## src/rtl/mlp_pkg.sv

```systemverilog
// Shared types and helpers for the folded MLP layer scheduler.
package mlp_pkg;

  typedef enum logic [1:0] {
    IDLE  = 2'd0,
    RUN   = 2'd1,
    DRAIN = 2'd2,
    DONE  = 2'd3
  } sched_state_t;

  // Weight ROM / activation RAM read latency, and MAC accumulate latency.
  localparam int MEM_RD_LAT = 1;
  localparam int MAC_LAT    = 1;

  // Bits needed to index v items, never fewer than one.
  function automatic int clog2_min1(input int v);
    return (v <= 2) ? 1 : $clog2(v);
  endfunction

endpackage

```

## src/rtl/mlp_layer_scheduler_if.sv

```systemverilog
// Start/done handshake plus memory and MAC strobes of the MLP scheduler.
interface mlp_layer_scheduler_if import mlp_pkg::*; #(
  parameter int M = 3,
  parameter int N = 2
);
  localparam int NW = clog2_min1(N);
  localparam int WW = clog2_min1(M * N * N);
  localparam int LW = clog2_min1(M);

  logic          start;
  logic          hold;
  logic          busy;
  logic          done;
  logic          rd_en;
  logic [WW-1:0] w_addr;
  logic [NW-1:0] x_addr;
  logic          x_bank;
  logic          mac_en;
  logic          mac_clr;
  logic          y_wr_en;
  logic [NW-1:0] y_addr;
  logic          y_bank;
  logic [LW-1:0] layer;
  logic          res_bank;

  // Host / controller side.
  modport master (
    output start, hold,
    input  busy, done, rd_en, w_addr, x_addr, x_bank, mac_en, mac_clr,
           y_wr_en, y_addr, y_bank, layer, res_bank
  );

  // Scheduler side.
  modport slave (
    input  start, hold,
    output busy, done, rd_en, w_addr, x_addr, x_bank, mac_en, mac_clr,
           y_wr_en, y_addr, y_bank, layer, res_bank
  );

endinterface

```

## src/rtl/mlp_idx_counter.sv

```systemverilog
// Nested layer (l) / neuron (j) / input (i) index counter for the folded MLP sweep.
module mlp_idx_counter import mlp_pkg::*; #(
  parameter int M = 3,
  parameter int N = 2
) (
  input  logic                        clk,
  input  logic                        nrst,
  input  logic                        en_i,
  input  logic                        clr_ji_i,
  input  logic                        inc_l_i,
  input  logic                        clr_l_i,
  output logic [clog2_min1(M)-1:0]    l_o,
  output logic [clog2_min1(N)-1:0]    j_o,
  output logic [clog2_min1(N)-1:0]    i_o,
  output logic                        i_last_o,
  output logic                        j_last_o,
  output logic                        l_last_o
);
  localparam int NW = clog2_min1(N);
  localparam int LW = clog2_min1(M);

  logic [NW-1:0] i_q, i_d;
  logic [NW-1:0] j_q, j_d;
  logic [LW-1:0] l_q, l_d;

  assign i_last_o = (i_q == NW'(N - 1));
  assign j_last_o = (j_q == NW'(N - 1));
  assign l_last_o = (l_q == LW'(M - 1));
  assign i_o      = i_q;
  assign j_o      = j_q;
  assign l_o      = l_q;

  // Next index: i is innermost, j wraps with i, l only moves on explicit request.
  always_comb begin
    i_d = i_q;
    j_d = j_q;
    l_d = l_q;
    if (clr_ji_i) begin
      i_d = NW'(0);
      j_d = NW'(0);
    end else if (en_i) begin
      if (i_last_o) begin
        i_d = NW'(0);
        if (j_last_o) begin
          j_d = NW'(0);
        end else begin
          j_d = j_q + NW'(1);
        end
      end else begin
        i_d = i_q + NW'(1);
      end
    end else begin
      i_d = i_q;
    end
    if (clr_l_i) begin
      l_d = LW'(0);
    end else if (inc_l_i) begin
      l_d = l_q + LW'(1);
    end else begin
      l_d = l_q;
    end
  end

  // Index registers.
  always_ff @(posedge clk or negedge nrst) begin
    if (!nrst) begin
      i_q <= NW'(0);
      j_q <= NW'(0);
      l_q <= LW'(0);
    end else begin
      i_q <= i_d;
      j_q <= j_d;
      l_q <= l_d;
    end
  end

endmodule

```

## src/rtl/mlp_layer_scheduler.sv

```systemverilog
// Sequences an M-layer, N-wide MLP onto one shared MAC with ping-pong activation banks.
module mlp_layer_scheduler import mlp_pkg::*; #(
  parameter int M = 3,
  parameter int N = 2
) (
  input logic                  clk,
  input logic                  nrst,
  mlp_layer_scheduler_if.slave bus
);
  localparam int NW     = clog2_min1(N);
  localparam int WW     = clog2_min1(M * N * N);
  localparam int LW     = clog2_min1(M);
  // Reads retire into the MAC after MEM_RD_LAT; the finished sum is written MAC_LAT later.
  localparam int WB_LAT = MEM_RD_LAT + MAC_LAT;

  typedef struct packed {
    logic          en;
    logic          first;
    logic          last;
    logic [NW-1:0] j;
    logic          bank;
  } pipe_t;

  sched_state_t  state_q, state_d;
  logic          drain_q, drain_d;
  pipe_t         pipe_q [WB_LAT];
  pipe_t         pipe_d [WB_LAT];

  logic [LW-1:0] l_s;
  logic [NW-1:0] j_s, i_s;
  logic          i_last_s, j_last_s, l_last_s;
  logic          cnt_en_s, clr_ji_s, inc_l_s, clr_l_s;
  logic          rd_s;

  mlp_idx_counter #(.M(M), .N(N)) u_idx (
    .clk      (clk),
    .nrst     (nrst),
    .en_i     (cnt_en_s),
    .clr_ji_i (clr_ji_s),
    .inc_l_i  (inc_l_s),
    .clr_l_i  (clr_l_s),
    .l_o      (l_s),
    .j_o      (j_s),
    .i_o      (i_s),
    .i_last_o (i_last_s),
    .j_last_o (j_last_s),
    .l_last_o (l_last_s)
  );

  assign rd_s = (state_q == RUN) && !bus.hold;

  // Next state and index-counter controls; hold suppresses every transition.
  always_comb begin
    state_d  = state_q;
    drain_d  = drain_q;
    cnt_en_s = 1'b0;
    clr_ji_s = 1'b0;
    inc_l_s  = 1'b0;
    clr_l_s  = 1'b0;
    if (bus.hold) begin
      state_d = state_q;
    end else begin
      case (state_q)
        IDLE: begin
          if (bus.start) begin
            state_d = RUN;
          end else begin
            state_d = IDLE;
          end
        end
        RUN: begin
          if (i_last_s && j_last_s) begin
            clr_ji_s = 1'b1;
            drain_d  = 1'b0;
            state_d  = DRAIN;
          end else begin
            cnt_en_s = 1'b1;
          end
        end
        DRAIN: begin
          if (!drain_q) begin
            drain_d = 1'b1;
          end else if (l_last_s) begin
            state_d = DONE;
          end else begin
            inc_l_s = 1'b1;
            state_d = RUN;
          end
        end
        DONE: begin
          clr_l_s = 1'b1;
          state_d = IDLE;
        end
        default: begin
          state_d = IDLE;
        end
      endcase
    end
  end

  // Control FSM registers.
  always_ff @(posedge clk or negedge nrst) begin
    if (!nrst) begin
      state_q <= IDLE;
      drain_q <= 1'b0;
    end else begin
      state_q <= state_d;
      drain_q <= drain_d;
    end
  end

  // Delay pipe: stage 0 tags each read; later stages keep only neuron-completing reads.
  always_comb begin
    pipe_d = pipe_q;
    if (bus.hold) begin
      pipe_d = pipe_q;
    end else begin
      if (rd_s) begin
        pipe_d[0].en    = 1'b1;
        pipe_d[0].first = (i_s == NW'(0));
        pipe_d[0].last  = i_last_s;
        pipe_d[0].j     = j_s;
        pipe_d[0].bank  = ~l_s[0];
      end else begin
        pipe_d[0] = '0;
      end
      for (int k = 1; k < WB_LAT; k++) begin
        if ((k >= MEM_RD_LAT) && !(pipe_q[k-1].en && pipe_q[k-1].last)) begin
          pipe_d[k] = '0;
        end else begin
          pipe_d[k] = pipe_q[k-1];
        end
      end
    end
  end

  // Delay pipe registers.
  always_ff @(posedge clk or negedge nrst) begin
    if (!nrst) begin
      for (int k = 0; k < WB_LAT; k++) begin
        pipe_q[k] <= '0;
      end
    end else begin
      for (int k = 0; k < WB_LAT; k++) begin
        pipe_q[k] <= pipe_d[k];
      end
    end
  end

  assign bus.busy     = (state_q != IDLE);
  assign bus.done     = (state_q == DONE) && !bus.hold;
  assign bus.rd_en    = rd_s;
  assign bus.w_addr   = WW'(l_s) * WW'(N * N) + WW'(j_s) * WW'(N) + WW'(i_s);
  assign bus.x_addr   = i_s;
  assign bus.x_bank   = l_s[0];
  assign bus.mac_en   = pipe_q[MEM_RD_LAT-1].en && !bus.hold;
  assign bus.mac_clr  = pipe_q[MEM_RD_LAT-1].en && pipe_q[MEM_RD_LAT-1].first && !bus.hold;
  assign bus.y_wr_en  = pipe_q[WB_LAT-1].en && pipe_q[WB_LAT-1].last && !bus.hold;
  assign bus.y_addr   = pipe_q[WB_LAT-1].j;
  assign bus.y_bank   = pipe_q[WB_LAT-1].bank;
  assign bus.layer    = l_s;
  assign bus.res_bank = 1'(M % 2);

endmodule

```

## src/flat_wrapper.sv

```systemverilog
// flat-port wrapper written by rule: the top's interface ports become plain ports
module mlp_layer_scheduler_flat import mlp_pkg::*;
#(
  parameter int M = 3,
  parameter int N = 2
)
  (clk, nrst, bus_start, bus_hold, bus_busy, bus_done, bus_rd_en, bus_w_addr, bus_x_addr, bus_x_bank, bus_mac_en, bus_mac_clr, bus_y_wr_en, bus_y_addr, bus_y_bank, bus_layer, bus_res_bank);
  mlp_layer_scheduler_if #(.M(M), .N(N)) bus_i ();
  input logic clk;
  input logic nrst;
  input wire logic [$bits(bus_i.start)-1:0] bus_start;
  input wire logic [$bits(bus_i.hold)-1:0] bus_hold;
  output wire logic [$bits(bus_i.busy)-1:0] bus_busy;
  output wire logic [$bits(bus_i.done)-1:0] bus_done;
  output wire logic [$bits(bus_i.rd_en)-1:0] bus_rd_en;
  output wire logic [$bits(bus_i.w_addr)-1:0] bus_w_addr;
  output wire logic [$bits(bus_i.x_addr)-1:0] bus_x_addr;
  output wire logic [$bits(bus_i.x_bank)-1:0] bus_x_bank;
  output wire logic [$bits(bus_i.mac_en)-1:0] bus_mac_en;
  output wire logic [$bits(bus_i.mac_clr)-1:0] bus_mac_clr;
  output wire logic [$bits(bus_i.y_wr_en)-1:0] bus_y_wr_en;
  output wire logic [$bits(bus_i.y_addr)-1:0] bus_y_addr;
  output wire logic [$bits(bus_i.y_bank)-1:0] bus_y_bank;
  output wire logic [$bits(bus_i.layer)-1:0] bus_layer;
  output wire logic [$bits(bus_i.res_bank)-1:0] bus_res_bank;
  assign bus_i.start = bus_start;
  assign bus_i.hold = bus_hold;
  assign bus_busy = bus_i.busy;
  assign bus_done = bus_i.done;
  assign bus_rd_en = bus_i.rd_en;
  assign bus_w_addr = bus_i.w_addr;
  assign bus_x_addr = bus_i.x_addr;
  assign bus_x_bank = bus_i.x_bank;
  assign bus_mac_en = bus_i.mac_en;
  assign bus_mac_clr = bus_i.mac_clr;
  assign bus_y_wr_en = bus_i.y_wr_en;
  assign bus_y_addr = bus_i.y_addr;
  assign bus_y_bank = bus_i.y_bank;
  assign bus_layer = bus_i.layer;
  assign bus_res_bank = bus_i.res_bank;
  mlp_layer_scheduler #(.M(M), .N(N)) u_core (.clk(clk), .nrst(nrst), .bus(bus_i));
endmodule
```

## config.mk

```make
export PLATFORM = sky130hd
export DESIGN_NAME = mlp_layer_scheduler_flat
export DESIGN_NICKNAME = d
export VERILOG_FILES = /design/src/rtl/mlp_pkg.sv /design/src/rtl/mlp_layer_scheduler_if.sv /design/src/rtl/mlp_idx_counter.sv /design/src/rtl/mlp_layer_scheduler.sv /design/src/flat_wrapper.sv
export SDC_FILE = /design/constraint.sdc
export NUM_CORES = 1
export LEC_CHECK = 0
export ABC_AREA = 1
export CORE_ASPECT_RATIO = 0.75
export CORE_MARGIN = 3
export CORE_UTILIZATION = 43
export DETAILED_ROUTE_END_ITERATION = 10
export GPL_TIMING_DRIVEN = 0
export MAX_ROUTING_LAYER = met4
export PLACE_DENSITY_LB_ADDON = 0.12
export SYNTH_ARGS = -nofsm -noshare
export SYNTH_HDL_FRONTEND = slang
export SYNTH_SLANG_ARGS = --single-unit
```

## constraint.sdc

```tcl
create_clock -name clk -period 1.25 [get_ports clk]
set_input_delay 0.3125 -clock clk [delete_from_list [all_inputs] [get_ports clk]]
set_output_delay 0.3125 -clock clk [all_outputs]
set_load 0.01 [all_outputs]
```

==> results.sh <==
export IMPL_period_share_pct=125
export IMPL_dp_slack_ns=-0.553
export IMPL_irDropWorstVdd_mv=1.53
export IMPL_whs_endpoint="u_core.bus.y_bank"
export IMPL_r2r_end="u_core.u_idx.j_last_o"
export IMPL_worstMarginPinSlew_ns=0.665
export IMPL_setup_viol=15
export IMPL_syn_num_nets=107
export IMPL_leakagePower_nw=0.701
export IMPL_synthCells=97
export IMPL_drive_gt1_share_pct=58.9
export IMPL_root_buffer="clkbuf_4"
export IMPL_post_synth_top_area_fraction_pct=44.3
export IMPL_maxSlewHeadroom_pct=55.5
export IMPL_drt_initial_drc_count=14
export IMPL_hold_path_class="in -> reg"
export IMPL_clock_latency_ns=0.29
export IMPL_insertedDiodeCount=0
export IMPL_worst_slack_ns=-0.313
export IMPL_finalSetupTns_ns=-1.52
export IMPL_cp_slowest_cell="dfrtp_1"
export IMPL_max_freq_mhz=640
export IMPL_muxShareOfSynthArea_pct=0
export IMPL_layout_commonest_cell="buf_6"
export IMPL_worstHoldStart="bus_hold"
export IMPL_violations="negative setup slack"
export IMPL_dp_hpwl_um=1180
export IMPL_yosys_area_share_adder_pct=8.86
export IMPL_ios=21
export IMPL_first_pass_iters=4
export IMPL_core_area_um2=1790
export IMPL_grt_pass1_wl_um=3150
export IMPL_syn_cell_area_um2=847
export IMPL_synth_simple_area_share_pct=23.0
export IMPL_drc=0
export IMPL_cts_sinks=15
export IMPL_synth_top_cell_by_area="dfrtp_1"
export IMPL_wl_per_cell_um=13.8
export IMPL_cpPeakStageDelay_ns=0.42
export IMPL_postRouteAntennaNets=0
export IMPL_synth_async_reset_ratio_pct=100
export IMPL_grt_pass1_vias=688
export IMPL_total_power_mw=3.04
export IMPL_power_density_nw_per_um2=2210
export IMPL_syn_mean_instance_area_um2=8.73
export IMPL_synth_top_family_by_area="simple AND/OR/NAND/NOR gates"
export IMPL_cts_made_buffers=3
export IMPL_hold_ws_ns=0.303
export IMPL_initial_core_util_pct=47.3
export IMPL_final_cell_mix="buf_6 (21), nand2_1 (19), buf_4 (16)"
export IMPL_syn_to_final_growth_pct=62.3
export IMPL_crit_fanout=3
export IMPL_rows=13
export IMPL_path_cells="inv_2 > buf_4 > ha_4 > inv_1 > buf_2"
export IMPL_yosys_warnings=0
export IMPL_grt_max_degree=16
export IMPL_antenna_found_initial=0
export IMPL_grtUsageTotal_pct=17.3
export IMPL_path_buf_inv=4
export IMPL_drv_slew=0
export IMPL_fillCellCount=121
export IMPL_via_per_inst=4.88
export IMPL_worstPathRequired_ns=0.94
export IMPL_synth_compound_area_share_pct=5.76
export IMPL_drt_total_wl_um=2250
export IMPL_synthTopCellsByArea="dfrtp_1 (44%), nand2_1 (9.7%), ha_1 (8.9%), inv_1 (5.8%), buf_4 (5.3%)"
export IMPL_worst_r2r_cell_count=8
export IMPL_final_hold_viol_count=0
export IMPL_start_kind="flip-flop"
export IMPL_fp_dieH_um=44.4
export IMPL_synth_seq_area_share_pct=44.3
export IMPL_overflow=0
export IMPL_die_width_um=57.3
export IMPL_synth_edf_count=0
export IMPL_min_path_cells=3
export IMPL_drv_cap=0
export IMPL_fin_skew_ns=0.00496
export IMPL_synth_seq_cells=15
export IMPL_cts_tree="yes"
export IMPL_numPortBuffers=18
export IMPL_gp_congestion=0.749
export IMPL_r2r_slack_ns=-0.12
export IMPL_vias=795
export IMPL_outcome="finished, violations left"
export IMPL_cts_max_level=1
export IMPL_clockBufferDepth=2
export IMPL_grt_setup_unrepaired="true"
export IMPL_fin_util_pct=76.9
export IMPL_critPathCaptureType="output pin"
export IMPL_ys_types=23
export IMPL_synthFlopType="dfrtp_1"
export IMPL_clk_pin_slew_ns=0.09
export IMPL_synth_xor_area_share_pct=2.07
export IMPL_r2r_start="u_core.state_q[1]"
export IMPL_worst_setup_path_type="reg -> out"
export IMPL_fin_crit_ns=1.56
export IMPL_postCtsHoldBufs=0
export IMPL_cpLargestDelayFamily="flip-flops"
export IMPL_nets=152
export IMPL_critPathArrivalTime_ns=1.25
export IMPL_dieArea_um2=2540
==> sequential cells by signal (all words and copies together) (netlist names) <==
signal                 count
u_core.u_idx.j_last_o      1
u_core.u_idx.i_last_o      1
u_core.drain_q             1
u_core.bus.y_bank          1
u_core.u_idx.l_o           2
u_core.bus.y_addr          1
u_core.pipe_q              6
u_core.state_q             2
==> routing by layer <==
metal / up-vias / wire, um / GRT usage (%)
li1: 386 / - / -
met1: 374 / 963 / 21.9
met2: 31 / 1090 / 26.4
met3: 4 / 166 / 6.41
met4: 0 / 27 / 4.17
met5: - / 0 / -
==> layout make-up <==
type / instances / area, um2 / share of cell area [%]
tap: 22 / 27.5 / 2.00
buffer: 5 / 52.6 / 3.82
inverter: 17 / 73.8 / 5.37
clock buffer: 4 / 26.3 / 1.91
sequential: 15 / 379 / 27.6
multi-input combinational: 57 / 447 / 32.5
timing repair buffer: 43 / 369 / 26.8
==> power breakdown <==
part	switching, mW	internal [mW]	total (mW)
registers	0.153	0.658	0.811
clock network	0.166	0.124	0.291
logic	0.880	1.06	1.94
==> worst max-delay path by stage <==
stage,start,end,slack (ns),depth (start not counted)
4_1_cts,u_core.state_q[0],bus_done,-0.27,5
6_report,u_core.state_q[1],bus_busy,-0.31,5
3_3_place_gp,u_core.state_q[1],bus_rd_en,-0.55,5
2_1_floorplan,u_core.state_q[1],u_core.u_idx.j_last_o,0.003,6
5_1_grt,u_core.state_q[1],bus_busy,-0.38,5
3_5_place_dp,u_core.state_q[1],bus_rd_en,-0.55,5
==> cell families after synthesis <==
logic type	count (synthesis)
xor+xnor	2
other cells	1
flops	15
buf+inv	25
fa+ha+maj	6
simple gates	39
compound gates	9
==> tightest hold or removal path: stages <==
cell and delay, ns:
buf_6 0.13, nand2_1 0.07, o21ai_1 0.05
==> metrics by stage <==
step                instance area, um2  cells
global placement                  1050    137
CTS                               1290    159
global route                      1380    163
finish                            1380    163
detailed placement                1050    137
floorplan                          847     97
==> synthesized netlist by cell type (2+ instances only) <==
cell,number
buf_6,2
o21ai_1,4
dfrtp_1,15
inv_2,4
xor2_1,2
buf_4,6
nand2_1,22
nor2_1,2
nand3_1,7
o22ai_1,3
inv_1,13
ha_1,6
==> what timing repair did <==
item | in CTS | in global routing
setup buffers | 19 | 7
endpoints found under the setup margin | 21 | 26
cloned | 0 | 0
gates resized for setup | 92 | 25
pin swaps | 9 | 10
Power figures use the tool's default switching activity.
